[src/rtl/multicycle_controller.sv]
// Multicycle RV32I sequencing controller for a datapath with one shared
// instruction/data memory. It is a Moore FSM whose strobes are gated by
// mem_ready (FETCH, MEMREAD, MEMWRITE) and zero (BEQ). It decodes lw, sw,
// R-type, I-type ALU, beq and jal, and counts retired instructions.
//
// Ports:
//   clk, rst          clock; synchronous active-high reset
//   opcode/funct3/funct7_5  instruction fields from the instruction register
//   zero              ALU zero flag
//   mem_ready         memory completes the access this cycle
//   mem_req/mem_write memory request and store strobe
//   adr_src           memory address select (0 PC, 1 ALUOut)
//   ir_write/pc_write/reg_write  datapath write enables
//   result_src, alu_src_a, alu_src_b, imm_src, alu_control  datapath selects
//   illegal_op        one-cycle pulse on an unknown opcode in DECODE
//   instr_retired     retired-instruction count (wraps)
//   state_dbg         current state encoding
module multicycle_controller #(
  parameter int unsigned CNT_W = 32
) (
  input  logic             clk,
  input  logic             rst,
  input  logic [6:0]       opcode,
  input  logic [2:0]       funct3,
  input  logic             funct7_5,
  input  logic             zero,
  input  logic             mem_ready,
  output logic             mem_req,
  output logic             mem_write,
  output logic             adr_src,
  output logic             ir_write,
  output logic             pc_write,
  output logic             reg_write,
  output logic [1:0]       result_src,
  output logic [1:0]       alu_src_a,
  output logic [1:0]       alu_src_b,
  output logic [1:0]       imm_src,
  output logic [2:0]       alu_control,
  output logic             illegal_op,
  output logic [CNT_W-1:0] instr_retired,
  output logic [3:0]       state_dbg
);

  localparam logic [6:0] OpLw  = 7'b0000011;
  localparam logic [6:0] OpSw  = 7'b0100011;
  localparam logic [6:0] OpR   = 7'b0110011;
  localparam logic [6:0] OpI   = 7'b0010011;
  localparam logic [6:0] OpJal = 7'b1101111;
  localparam logic [6:0] OpBeq = 7'b1100011;

  typedef enum logic [3:0] {
    StFetch    = 4'd0,
    StDecode   = 4'd1,
    StMemAdr   = 4'd2,
    StMemRead  = 4'd3,
    StMemWb    = 4'd4,
    StMemWrite = 4'd5,
    StExecuteR = 4'd6,
    StExecuteI = 4'd7,
    StAluWb    = 4'd8,
    StBeq      = 4'd9,
    StJal      = 4'd10
  } state_t;

  state_t           state_q, state_d;
  logic [CNT_W-1:0] cnt_q;
  logic [1:0]       alu_op;
  logic             pc_update, branch, retire;
  logic             req_s, mwr_s, irw_s, rw_s, ill_s;

  always_ff @(posedge clk) begin
    if (rst) begin
      state_q <= StFetch;
      cnt_q   <= '0;
    end else begin
      state_q <= state_d;
      if (retire) cnt_q <= cnt_q + {{(CNT_W-1){1'b0}}, 1'b1};
    end
  end

  // Next state and per-state controls
  always_comb begin
    state_d    = state_q;
    req_s      = 1'b0;
    mwr_s      = 1'b0;
    irw_s      = 1'b0;
    rw_s       = 1'b0;
    ill_s      = 1'b0;
    pc_update  = 1'b0;
    branch     = 1'b0;
    retire     = 1'b0;
    adr_src    = 1'b0;
    result_src = 2'b00;
    alu_src_a  = 2'b00;
    alu_src_b  = 2'b00;
    alu_op     = 2'b00;
    unique case (state_q)
      StFetch: begin
        req_s      = 1'b1;
        alu_src_b  = 2'b10;
        result_src = 2'b10;
        if (mem_ready) begin
          irw_s     = 1'b1;
          pc_update = 1'b1;
          state_d   = StDecode;
        end
      end
      StDecode: begin
        // Branch target PC+imm is computed here into ALUOut
        alu_src_a = 2'b01;
        alu_src_b = 2'b01;
        case (opcode)
          OpLw, OpSw: state_d = StMemAdr;
          OpR:        state_d = StExecuteR;
          OpI:        state_d = StExecuteI;
          OpJal:      state_d = StJal;
          OpBeq:      state_d = StBeq;
          default: begin
            ill_s   = 1'b1;
            state_d = StFetch;
          end
        endcase
      end
      StMemAdr: begin
        alu_src_a = 2'b10;
        alu_src_b = 2'b01;
        state_d   = (opcode == OpSw) ? StMemWrite : StMemRead;
      end
      StMemRead: begin
        req_s   = 1'b1;
        adr_src = 1'b1;
        if (mem_ready) state_d = StMemWb;
      end
      StMemWb: begin
        result_src = 2'b01;
        rw_s       = 1'b1;
        retire     = 1'b1;
        state_d    = StFetch;
      end
      StMemWrite: begin
        req_s   = 1'b1;
        mwr_s   = 1'b1;
        adr_src = 1'b1;
        if (mem_ready) begin
          retire  = 1'b1;
          state_d = StFetch;
        end
      end
      StExecuteR: begin
        alu_src_a = 2'b10;
        alu_op    = 2'b10;
        state_d   = StAluWb;
      end
      StExecuteI: begin
        alu_src_a = 2'b10;
        alu_src_b = 2'b01;
        alu_op    = 2'b10;
        state_d   = StAluWb;
      end
      StJal: begin
        // PC <= ALUOut (target from DECODE) while ALU forms OldPC+4 link
        alu_src_a = 2'b01;
        alu_src_b = 2'b10;
        pc_update = 1'b1;
        state_d   = StAluWb;
      end
      StAluWb: begin
        rw_s    = 1'b1;
        retire  = 1'b1;
        state_d = StFetch;
      end
      StBeq: begin
        alu_src_a = 2'b10;
        alu_op    = 2'b01;
        branch    = 1'b1;
        retire    = 1'b1;
        state_d   = StFetch;
      end
      default: state_d = StFetch;
    endcase
  end

  // ALU decoder
  always_comb begin
    alu_control = 3'b000;
    case (alu_op)
      2'b01: alu_control = 3'b001;
      2'b10: begin
        case (funct3)
          3'b000:  alu_control = (opcode[5] & funct7_5) ? 3'b001 : 3'b000;
          3'b010:  alu_control = 3'b101;
          3'b110:  alu_control = 3'b011;
          3'b111:  alu_control = 3'b010;
          default: alu_control = 3'b000;
        endcase
      end
      default: alu_control = 3'b000;
    endcase
  end

  always_comb begin
    case (opcode)
      OpSw:    imm_src = 2'b01;
      OpBeq:   imm_src = 2'b10;
      OpJal:   imm_src = 2'b11;
      default: imm_src = 2'b00;
    endcase
  end

  // Reset suppresses every strobe so an abandoned instruction writes nothing
  assign mem_req       = req_s & ~rst;
  assign mem_write     = mwr_s & ~rst;
  assign ir_write      = irw_s & ~rst;
  assign reg_write     = rw_s & ~rst;
  assign illegal_op    = ill_s & ~rst;
  assign pc_write      = (pc_update | (branch & zero)) & ~rst;
  assign instr_retired = cnt_q;
  assign state_dbg     = state_q;

endmodule

[config.mk]
export PLATFORM = sky130hd
export DESIGN_NAME = multicycle_controller
export DESIGN_NICKNAME = d
export VERILOG_FILES = /design/src/rtl/multicycle_controller.sv
export SDC_FILE = /design/constraint.sdc
export NUM_CORES = 1
export LEC_CHECK = 0
export ABC_AREA = 0
export CORE_MARGIN = 5
export CORE_UTILIZATION = 48
export CTS_BUF_LIST = sky130_fd_sc_hd__clkbuf_4
export DETAILED_ROUTE_END_ITERATION = 6
export PLACE_DENSITY_LB_ADDON = 0.08
export SLEW_MARGIN = 30
export SYNTH_ARGS = -nofsm -noshare
export SYNTH_HDL_FRONTEND = slang
export SYNTH_SLANG_ARGS = --single-unit
[constraint.sdc]
create_clock -name clk -period 2.69 [get_ports clk]
set_clock_uncertainty 0.05 [all_clocks]
set_input_delay 0.269 -clock clk [delete_from_list [all_inputs] [get_ports clk]]
set_output_delay 0.269 -clock clk [all_outputs]
set_load 0.02 [all_outputs]
Yosys cells after proc, flatten, opt, wreduce, memory -nomap -nowiden

Cells that the tools add are included.

Output and inout bits: 54
Logic and storage cells: 77
Bits of input ports: 15
Bits in registers: 36

Add/subtract/negate cells: 1
Bitwise operators: 10
Equality and inequality tests: 24
Reductions and logical operators: 15
Multiplexer cells: 25

Operators with widths:

| cell                                                | count |
|---|---|
| adder 32 x 1 -> 32 bit, second input constant       | 1 |
| case mux 4 bit (6 select lines)                     | 1 |
| case mux 4 bit (5 select lines)                     | 1 |
| equality test 4 x 3 -> 1 bit, second input constant | 4 |
| case mux 2 bit (2 select lines)                     | 4 |
| equality test 7 x 6 -> 1 bit, second input constant | 2 |
| equality test 7 bit, second input constant          | 2 |
| equality test 4 bit, second input constant          | 3 |
| two-way mux 4 bit                                   | 3 |
| case mux 3 bit (4 select lines)                     | 1 |
| OR reduction 2 bit                                  | 6 |
| OR reduction 3 bit                                  | 4 |
| two-way mux 1 bit                                   | 10 |
| bitwise AND 1 bit                                   | 8 |
| equality test 4 x 2 -> 1 bit, second input constant | 2 |
| equality test 7 x 2 -> 1 bit, second input constant | 1 |
| equality test 7 x 5 -> 1 bit, second input constant | 1 |
| equality test 3 bit, second input constant          | 2 |
| != test 2 bit, second input constant                | 3 |
| case mux 2 bit (3 select lines)                     | 1 |
| case mux 3 bit (2 select lines)                     | 1 |
| OR reduction 6 bit                                  | 1 |
| equality test 4 x 1 -> 1 bit, second input constant | 1 |
| zero test 4 bit                                     | 1 |
| 10 further kinds                                    | 11 |

Longest topological paths before layout

Depth after elaboration: 5
Depth in mapped cells: 9
Depth with buffers taken out: 7

Worst setup path before layout

No wires, ideal clock.

Kind: register to output
Start: register state_q[1], in the netlist state_dbg[1]
End: output port alu_control[2]
Data arrival time: 2,277 ps
Cell stages (with the launch flop): 7
Path slack: 94 ps
Required time: 2,371 ps
Buffers on the path: 2
Path through: dfxtp_1 clkbuf_1 inv_1 clkbuf_1 nor3_1 ha_1 nor4b_1

Cells in the longest elaborated chain, start to end: 5
Elaborated cells on any way between the ends: 8
Those cells by class: eq/ne: 5; mux: 2; reduce/logical: 1

Ends and longest elaborated chain:

| element                                                             | line | RTL |
|---|---|---|
| start, declared                                                     | 65   | `state_t state_q, state_d;` |
| start signal, assigned                                              | 73   | `state_q <= StFetch;` |
| start signal, assigned                                              | 76   | `state_q <= state_d;` |
| equality test 4 x 3 -> 1 bit                                        | 97   | `unique case (state_q)` |
| OR reduction 2 bit (no source line)                                 | -    |  |
| case mux 2 bit (2 select lines) (*)                                 | 97   |  |
| equality test 2 bit or equality test 2 x 1 -> 1 bit (tied branches) | 186  | `case (alu_op)` |
| case mux 3 bit (2 select lines) (*)                                 | 186  |  |
| end, declared                                                       | 38   | `output logic [2:0] alu_control,` |

Every way passes the cells marked *; elsewhere a longest branch is shown, timed or not.

Worst setup path in the final report

Start: register state_q[2], in the netlist state_dbg[2]
End: output port alu_control[1]

The elaborated chain is that of the path after synthesis.

==> results.txt <==
- Total via count after detailed routing: 2,166
* DR WL/cell: 13.55 µm
- At the end of routability-driven placement, the weighted congestion stood at 0.8586.
* Maximum operating frequency: 401.5 MHz
* Setup repair after global routing missed its margin: no
- The top cell types in the final layout, fill and taps aside, are clkdlybuf4s50_1, nor2_1, dfxtp_1.
* Final min period: 2.491 ns
- The number of global-route vias before repair was 2,114.
- TritonCTS buffer count: 5
- The number of hold buffers added after CTS was 0.
* Layout net count: 364
* Final Hold Fails: 0
* Deepest level of the CTS H-tree: 2
- Max-cap violations in this run came to 0.
* Die Area: 5818 µm²
- Walking the worst path, the cells encountered are nor2b_1 -> nand3_1 -> ha_1 -> and4b_1 -> clkdlybuf4s50_1.
* Post-Synthesis Net Count: 295
- The initial antenna violation count came to 0.
- Final antenna diode count: 0
- Share of post-route cells with drive strength above 1: 6.916%
- No sink is reached through more buffers than the 2 on the longest clock path.
- The floorplan has 24 rows.
* Final design area excluding fillers: 2924 µm²
* TritonCTS clock tree: yes
- Drt initial violations: 129
* Horizontal extent of the die: 76.28 µm
* Count of mapped cells out of synthesis: 277
* Grt ovf: 0
- For this run, the slowest stage of the critical path takes 0.61 ns.
- The final critical path takes up 92.59% of the cycle.
- From synthesis to final layout, the design area changed by 38.69%.
* Max Transition Viols Final: 0
- Placed insts: 391
- Dividing the synthesized area by the synthesized cell count gives 7.611 µm².
- The synthesized design contains 0 enable-type register cells.
- Portion of the post-synthesis area used by sequential elements: 34.18%
* Ratio of total power to cell area: 316.6 nW/µm²
* Finished Layout Cells: 399
* Kind of critical path: reg2out
- Remaining routing DRC violations: 0
- Measured along the y axis, the die boundary spans 76.28 µm.
- Share of flip-flops with an asynchronous set or reset after synthesis: 0%
- At the worst endpoint, the arrival time is 2.17 ns.
- For this design the top-level I/O count stands at 69.
* Worst slew margin: 71.89%
- Vias per cell: 5.429
- STA classifies the critical path endpoint as an output pin.
* Total negative setup slack: 0 ns
- Type of the most critical hold path: reg2reg
- Most frequently used flop master after synthesis: dfxtp_1
- Entering global routing, the biggest net connects 21 pins.
* Result of the run: finished clean
* Reg clk slew, reported paths: 0.11 ns
- The root buffer cell chosen for the clock tree is clkbuf_4.
* Final WS setup: 0.1993 ns
- Worst hold margin: 0.4481 ns
- Yosys warning count: 0
- Count of buffer and inverter cells on the critical path: 1
- Summing all flip-flop and latch instances after layout gives 721.9 µm².
- Once the floorplan was initialized, standard cells occupied 49.10% of the core.
* Clock tree sinks: 36
- Leak: 1.013 nW
- Number of distinct library cell variants in the gate-level netlist after synthesis: 43
* Worst vdd ir: 299.0 µV
- Share of the core filled with cells in the final layout: 68.09%
* Number of flip-flops and latches in the synthesized netlist: 36
* Half-perimeter wire length after placement: 4.069 mm
* Detailed-route wire length: 5.406 mm
- At the placement stage, the worst setup path has a slack of 0.2764 ns.
- The region available for standard cell placement spans 4294 µm².
- Kind of cell with the highest combined delay on the critical path: buffers and inverters
- Wire length of the first global-routing pass: 9.894 mm
- All-layer global routing usage: 19.75%
* Commonest non-fill, non-tap cell in the layout: clkdlybuf4s50_1
- Count of buffers inserted at the top-level ports: 68
- Filler cell count in the final layout: 394
- The pre-antenna-repair detailed-routing pass consisted of 4 iterations.
- Routed Antenna Nets: 0
- Worst Max-Slew Pin Slew: 0.4204 ns
- Slowest library cell on the worst path: clkdlybuf4s50_1
- Overall power consumption after layout is estimated at 0.9258 mW.
- Data required, critical path: 2.37 ns
- Synthesized cell area: 2108 µm²
* Crit path launch type: register
- The clock reaches the later pin of the worst-skew pair after 0.34 ns.
- Multi-input gate area: 1271 µm²
- Peak fanout along the critical path: 7
- In this run the cell area measured after placement is 2860 µm².
- Setup violations remaining at the end of the flow were counted as 0.
[per-layer routing]
layer | vias to the layer above | part of all wire [%] | global-route usage, %
met5 | - | 0 | 0
met4 | 0 | 0.50 | 4.371
met3 | 4 | 4.6 | 5.437
met2 | 46 | 49 | 33.30
met1 | 987 | 46 | 25.04
li1 | 1129 | - | -
[cell families (layout without fill, tap and decap cells)]
kind of cell / Yosys count / in the layout / synth area share [%]
and+or+nand+nor: 137 / 137 / 35.07
AOI/OAI and AO/OA: 47 / 47 / 12.70
muxes: 2 / 2 / 0.9496
buffers and inverters: 29 / 99 / 5.756
adders and majority gates: 3 / 3 / 1.781
DFF: 36 / 36 / 34.18
xor gates and xnor gates: 23 / 23 / 9.555
[final cells by class]
type                       count  share of cell area (%)
clock inverter                 3                  0.6418
sequential                    36                   24.69
multi-input combinational    212                   43.47
clock buffer                   5                   1.284
inverter                      12                   1.540
tap                           52                   2.225
timing repair buffer          79                   26.14
[state kept, by name (all words and copies together), names as in the netlist]
register / cells
state_dbg: 4
instr_retired: 32
[what timing repair did]
action	CTS	global route
resized for setup	1	4
endpoints found under the setup margin	1	3
pin swaps	0	0
endpoints found under the hold margin	0	0
setup buffers	0	0
[tightest hold or removal path, cell delays in order (launching register included)]
cell and delay, ns:
dfxtp_1 0.34, o31ai_1 0.06, a21oi_1 0.06
[path summary, 6_finish.rpt]
path	startpoint	endpoint	slack (ns)	cells past startpoint
max	state_dbg[2]	alu_control[1]	0.20	5
min	instr_retired[31]	instr_retired[31]	0.45	2
max reg2reg	instr_retired[3]	instr_retired[31]	0.27	5
min reg2reg	instr_retired[31]	instr_retired[31]	0.45	2
[where the power goes]
group	internal (mW)	total [mW]	switching [mW]	leakage [nW]
Clock	0.100	0.286	0.185	0.0349
Sequential	0.534	0.535	0.000604	0.291
Combinational	0.0523	0.105	0.0532	0.687
Total	0.687	0.926	0.239	1.01
[cell usage after synthesis, types with 2 or more instances]
master	instances	area, µm²
nor3b_1	2	15.01
nand2_1	17	63.81
xor2_1	5	43.79
mux2i_1	2	20.02
o31ai_1	2	15.01
clkbuf_1	12	45.04
or3_1	10	62.56
and4_1	3	26.28
nand3_1	11	55.05
nand3b_1	2	15.01
a21oi_1	20	100.1
nor3_1	14	70.07
buf_1	2	7.510
xnor2_1	18	157.7
a31oi_1	2	12.51
nor2b_1	3	18.77
and2_1	2	12.51
nor4_1	13	81.33
and3_1	4	25.02
inv_1	12	45.04
a21o_1	2	15.01
o21ai_0	14	70.07
a211oi_1	3	22.52
ha_1	3	37.54
nand4_1	8	50.05
nand2b_1	3	18.77
dfxtp_1	36	720.7
nor4b_1	2	17.52
nor2_1	35	131.4
or4_1	2	15.01
No activity file was read; power rests on OpenSTA's default activity.
